==> config.mk <==
export PLATFORM = sky130hd
export DESIGN_NAME = apb_rr_master
export DESIGN_NICKNAME = d
export VERILOG_FILES = /design/src/rtl/apb_rr_master_pkg.sv /design/src/rtl/apb_rr_arbiter.sv /design/src/rtl/apb_rr_master.sv
export SDC_FILE = /design/constraint.sdc
export NUM_CORES = 1
export LEC_CHECK = 0
export CAP_MARGIN = 40
export CELL_PAD_IN_SITES_DETAIL_PLACEMENT = 0
export CELL_PAD_IN_SITES_GLOBAL_PLACEMENT = 1
export CORE_ASPECT_RATIO = 0.8
export CORE_MARGIN = 8
export CORE_UTILIZATION = 30
export CTS_CLUSTER_DIAMETER = 100
export CTS_CLUSTER_SIZE = 25
export DETAILED_ROUTE_END_ITERATION = 8
export PLACE_DENSITY = 0.82
export SKIP_LAST_GASP = 1
export SYNTH_ARGS = -nofsm -noshare
export SYNTH_HDL_FRONTEND = slang
export SYNTH_HIERARCHICAL = 1
export SYNTH_SLANG_ARGS = --single-unit
==> constraint.sdc <==
create_clock -name PCLK -period 2.35 [get_ports PCLK]
set_input_delay 0.5875 -clock PCLK [delete_from_list [all_inputs] [get_ports PCLK]]
set_output_delay 0.5875 -clock PCLK [all_outputs]
set_load 0.01 [all_outputs]
==> src/rtl/apb_rr_master_pkg.sv <==
// Shared types and defaults for the round-robin APB master.
// Holds the bus-phase enum, default widths and the pointer-width helper.
package apb_rr_master_pkg;

  localparam int unsigned NREQ_DEF       = 32'd2;
  localparam int unsigned AWIDTH_DEF     = 32'd8;
  localparam int unsigned DWIDTH_DEF     = 32'd8;
  localparam int unsigned TMO_CYCLES_DEF = 32'd16;

  typedef enum logic [1:0] {
    IDLE   = 2'd0,
    SETUP  = 2'd1,
    ACCESS = 2'd2
  } apb_state_e;

  // Width of an index into NREQ requesters; never narrower than one bit.
  function automatic int unsigned ptr_width(input int unsigned n);
    return (n <= 32'd1) ? 32'd1 : $clog2(n);
  endfunction

endpackage

==> src/rtl/apb_rr_arbiter.sv <==
// Combinational round-robin pick: first set request at or after ptr_i,
// wrapping modulo NREQ. Returns a one-hot grant and the matching index.
module apb_rr_arbiter
  import apb_rr_master_pkg::*;
#(
  parameter int unsigned NREQ = NREQ_DEF,
  parameter int unsigned PW   = ptr_width(NREQ)
) (
  input  logic [NREQ-1:0] req_i,
  input  logic [PW-1:0]   ptr_i,
  output logic [NREQ-1:0] gnt_o,
  output logic [PW-1:0]   idx_o
);

  logic [PW-1:0] cand_s;
  logic          hit_s;
  logic          found_s;

  // Scan requesters in priority order starting from the pointer.
  always_comb begin
    gnt_o   = '0;
    idx_o   = '0;
    cand_s  = '0;
    hit_s   = 1'b0;
    found_s = 1'b0;
    for (int i = 0; i < int'(NREQ); i++) begin
      cand_s        = PW'((int'(ptr_i) + i) % int'(NREQ));
      hit_s         = ~found_s & req_i[cand_s];
      gnt_o[cand_s] = gnt_o[cand_s] | hit_s;
      idx_o         = hit_s ? cand_s : idx_o;
      found_s       = found_s | hit_s;
    end
  end

endmodule

==> src/rtl/apb_rr_master.sv <==
// APB master shared by NREQ requesters with round-robin arbitration.
// Optional PREADY timeout enabled by defining APB_RR_MASTER_TIMEOUT_EN.
module apb_rr_master
  import apb_rr_master_pkg::*;
#(
  parameter int unsigned NREQ       = NREQ_DEF,
  parameter int unsigned AWIDTH     = AWIDTH_DEF,
  parameter int unsigned DWIDTH     = DWIDTH_DEF,
  parameter int unsigned TMO_CYCLES = TMO_CYCLES_DEF
) (
  input  logic                     PCLK,
  input  logic                     PRESETN,
  input  logic [NREQ-1:0]          REQ,
  input  logic [NREQ-1:0]          REQ_WRITE,
  input  logic [NREQ*AWIDTH-1:0]   REQ_ADDR,
  input  logic [NREQ*DWIDTH-1:0]   REQ_WDATA,
  output logic [NREQ-1:0]          ACK,
  output logic [DWIDTH-1:0]        RDATA,
  output logic                     ERR,
  output logic                     PSEL,
  output logic                     PENABLE,
  output logic                     PWRITE,
  output logic [AWIDTH-1:0]        PADDR,
  output logic [DWIDTH-1:0]        PWDATA,
  input  logic [DWIDTH-1:0]        PRDATA,
  input  logic                     PREADY
);

  localparam int unsigned PW = ptr_width(NREQ);

  if ((NREQ < 32'd2) || (NREQ > 32'd8) || (TMO_CYCLES < 32'd1)) begin : g_bad_param
    $error("apb_rr_master: unsupported parameter set");
  end

  apb_state_e          state_q;
  logic [PW-1:0]       ptr_q;
  logic [NREQ-1:0]     gnt_q;
  logic                psel_q;
  logic                penable_q;
  logic                pwrite_q;
  logic [AWIDTH-1:0]   paddr_q;
  logic [DWIDTH-1:0]   pwdata_q;
  logic [NREQ-1:0]     ack_q;
  logic [DWIDTH-1:0]   rdata_q;
  logic                err_q;

  logic [NREQ-1:0]     arb_req_s;
  logic [NREQ-1:0]     arb_gnt_s;
  logic [PW-1:0]       arb_idx_s;
  logic                arb_valid_s;
  logic [PW-1:0]       ptr_d;

`ifdef APB_RR_MASTER_TIMEOUT_EN
  localparam int unsigned TW = $clog2(TMO_CYCLES + 32'd1);
  localparam logic [TW-1:0] TMO_LAST = TW'(TMO_CYCLES - 32'd1);
  logic [TW-1:0] tmo_cnt_q;
`endif

  // A requester whose ACK is high this cycle is already served.
  assign arb_req_s   = REQ & ~ack_q;
  assign arb_valid_s = |arb_gnt_s;
  assign ptr_d       = (arb_idx_s == PW'(NREQ - 32'd1)) ? '0 : arb_idx_s + 1'b1;

  apb_rr_arbiter #(
    .NREQ (NREQ),
    .PW   (PW)
  ) u_arb (
    .req_i (arb_req_s),
    .ptr_i (ptr_q),
    .gnt_o (arb_gnt_s),
    .idx_o (arb_idx_s)
  );

  // Bus-phase sequencer: arbitrate in IDLE, drive SETUP, wait out ACCESS.
  always_ff @(posedge PCLK or negedge PRESETN) begin
    if (!PRESETN) begin
      state_q   <= IDLE;
      ptr_q     <= '0;
      gnt_q     <= '0;
      psel_q    <= 1'b0;
      penable_q <= 1'b0;
      pwrite_q  <= 1'b0;
      paddr_q   <= '0;
      pwdata_q  <= '0;
      ack_q     <= '0;
      rdata_q   <= '0;
      err_q     <= 1'b0;
`ifdef APB_RR_MASTER_TIMEOUT_EN
      tmo_cnt_q <= '0;
`endif
    end else begin
      ack_q <= '0;
      err_q <= 1'b0;
      case (state_q)
        IDLE: begin
          penable_q <= 1'b0;
          if (arb_valid_s) begin
            gnt_q    <= arb_gnt_s;
            ptr_q    <= ptr_d;
            paddr_q  <= REQ_ADDR[int'(arb_idx_s)*int'(AWIDTH) +: AWIDTH];
            pwdata_q <= REQ_WDATA[int'(arb_idx_s)*int'(DWIDTH) +: DWIDTH];
            pwrite_q <= REQ_WRITE[arb_idx_s];
            psel_q   <= 1'b1;
            state_q  <= SETUP;
          end else begin
            psel_q   <= 1'b0;
            state_q  <= IDLE;
          end
        end
        SETUP: begin
          penable_q <= 1'b1;
          state_q   <= ACCESS;
`ifdef APB_RR_MASTER_TIMEOUT_EN
          tmo_cnt_q <= '0;
`endif
        end
        ACCESS: begin
          if (PREADY) begin
            psel_q    <= 1'b0;
            penable_q <= 1'b0;
            ack_q     <= gnt_q;
            state_q   <= IDLE;
            if (!pwrite_q) begin
              rdata_q <= PRDATA;
            end else begin
              rdata_q <= rdata_q;
            end
          end
`ifdef APB_RR_MASTER_TIMEOUT_EN
          else if (tmo_cnt_q == TMO_LAST) begin
            // Slave never answered: release the bus and flag the requester.
            psel_q    <= 1'b0;
            penable_q <= 1'b0;
            ack_q     <= gnt_q;
            err_q     <= 1'b1;
            state_q   <= IDLE;
          end else begin
            tmo_cnt_q <= tmo_cnt_q + 1'b1;
            state_q   <= ACCESS;
          end
`else
          else begin
            state_q <= ACCESS;
          end
`endif
        end
        default: begin
          psel_q    <= 1'b0;
          penable_q <= 1'b0;
          state_q   <= IDLE;
        end
      endcase
    end
  end

  assign ACK     = ack_q;
  assign RDATA   = rdata_q;
  assign ERR     = err_q;
  assign PSEL    = psel_q;
  assign PENABLE = penable_q;
  assign PWRITE  = pwrite_q;
  assign PADDR   = paddr_q;
  assign PWDATA  = pwdata_q;

endmodule

==> results.cfg <==
[sta]
finalCritPeriodShare_pct = 90.1
hold_ws_ps = 485
setup_viol = 0
fmax_mhz = 472
rsz0062_at_grt = no
clock_skew_ps = 8.16
setup_ws_ps = 232
slew_viol_final = 0
hold_violations = 0
timing.final.crit_period_ps = 2120

[hold_path]
min_path_cells = 1
hp-class = reg2reg
min_to = PSEL
hp-start = PSEL

[cts]
cts_resized = 0
cts-root-buf = clkbuf_8
clk_pin_slew_ps = 70
cts_made_buffers = 5
holdBufCountCts = 0
cts_setup_buffers = 0
cts_tree = yes
clk_latency_ps = 280
htreeDepth = 2
cts_max_path_buffers = 2
clock_sinks = 34

[layout]
area_growth_pct = 64.8
antenna_cells = 0
mostFrequentLayoutCell = clkdlybuf4s50_1
final_nets = 235
layout_common_cells = clkdlybuf4s50_1 (75), mux2_2 (44), dfrtp_1 (34)
stdcell_count = 251
num-fill-cells = 445
drive_gt1_share_pct = 32.8

[placed_design]
gp_congestion = 0.714
pre_cts_slack_ps = -69.5
portBuffers = 75
placed_cells = 243
dp_hpwl_mm = 3.27

[worst_setup_path]
critPathMostFrequentCell = mux2_2
r2r_cells = 5
r2r-end = PWDATA[0]
cp_data_required_time_ps = 2520
crit_path_max_incr_delay_ps = 440
critPathMaxFanout = 16
worstPathArrival_ps = 2280
timing.rr.start = ACK[1]
crit_chain = clkdlybuf4s50_1, nor2b_1, a21boi_2, buf_12, mux2_2, mux2_2
crit_path_top_delay_cell = clkdlybuf4s50_1
critPathLaunchType = primary input
r2r_setup_slack_ps = 620
endpoint_kind = flip-flop
criticalPathCategory = in2reg

[route]
vias = 1118
ant_nets = 0
first_pass_iters = 4
routed_wl_mm = 4.03
routedWlPerCell_um = 16.1
drc = 0
vias_per_cell = 4.45
drtIter0Drc = 21

[synthesis]
postSynthAreaPerCell_um2 = 14.7
syn_inst = 104
syn-cell-area_mm2 = 0.00153
syn-num-nets = 151
ys_types = 19
yosysSeqAreaShare_pct = 55.6
ys_ff_latch = 34
yosysWarningCount = 6

[floorplanning]
die_w_um = 95.9
die_y_um = 79.9
die_area_mm2 = 0.00766
start_util_pct = 30.8
fp.coreArea_mm2 = 0.00498
core.rowCount = 23
pin_count = 77

[power]
total_power_w = 0.00300
power.leakage_nw = 1.05
peakVddDrop_v = 0.000557
power.density_mw_per_mm2 = 1190

[grt]
grt_max_degree = 35
grt_remaining_overflow = 0
grt_antenna_before_repair = 0
grt_pass1_wl_mm = 6.63
grt_usage_pct = 11.2
grt_pass1_vias = 1345

[flow_run]
maxCapViolations = 0

[outcome]
status = complete, no violations
[report_power, final]
part           total (W)  internal, W  switching (W)
Clock           0.000516     0.000317       0.000199
Combinational    0.00144     0.000925       0.000513
Sequential       0.00104     0.000874       0.000170
Total            0.00300      0.00212       0.000881
[stage by stage]
stage               TNS [ps]  util (%)  instance area (µm²)
floorplan                  0         -                 1530
global placement        -506      48.6                 2420
detailed placement     -1180      48.6                 2420
CTS                        0      50.7                 2520
global route               0      50.7                 2520
finish                     0      50.7                 2520
[worst max-delay path by stage]
stage / startpoint / end / slack [ps]
2_1_floorplan: REQ[1] / PADDR[0] / 330
6_report: REQ[1] / PWDATA[0] / 230
5_1_grt: REQ[1] / PWDATA[5] / 110
3_3_place_gp: REQ[1] / PWDATA[4] / -50
4_1_cts: REQ[1] / PWDATA[0] / 210
3_5_place_dp: REQ[1] / PWDATA[4] / -70
[synthesized netlist by cell type]
master	count	area [µm²]
nand2b_4	1	13.8
nor2b_1	3	18.8
mux2_2	44	495
inv_1	3	11.3
buf_2	3	15.0
nor2_1	1	3.75
and3_1	2	12.5
a21boi_2	1	11.3
dfrtp_1	34	851
conb_1	1	3.75
buf_4	2	15.0
nand2b_1	1	6.26
nor3b_4	1	18.8
mux2i_1	1	10.0
o21ai_0	1	5.00
a21boi_1	2	15.0
o31ai_1	1	7.51
a21o_1	1	7.51
nor3_2	1	10.0
[state kept, by name, summed over array words and instances, names as in the netlist]
register  flops
PWRITE        1
gnt_q         2
state_q       2
PSEL          1
ACK           2
PWDATA        8
RDATA         8
ptr_q         1
PENABLE       1
PADDR         8
[layer usage]
layer | vias to the layer above | track usage [%] | wire, µm
met5 | - | 0 | 0
met1 | 548 | 11.5 | 1490
met3 | 4 | 2.91 | 262
met2 | 34 | 20.9 | 2240
met4 | 0 | 4.59 | 44
li1 | 532 | - | -
[logic make-up after synthesis]
logic type | Yosys count | share of synthesized area, %
muxes | 45 | 33.0
DFF | 34 | 55.6
and+or+nand+nor | 10 | 5.47
buffers and inverters | 8 | 2.70
AOI/OAI and AO/OA | 6 | 3.02
other | 1 | 0.245
[area by class of cell]
type	instances	area, µm²	area share [%]
clock buffers	7	76.3	3.02
clock inverters	1	30.0	1.19
inverters	3	11.3	0.446
multi-input cells	62	649	25.7
flip-flops and latches	34	851	33.7
well taps	62	77.6	3.07
repair buffers	82	828	32.8
[worst max-delay path, delay by kind of cell]
kind                   cells  cell delay (ps)
muxes                      2              620
buffers and inverters      2              620
and+or+nand+nor            1              190
AOI/OAI and AO/OA          1              260
Power figures use the tool's default switching activity.
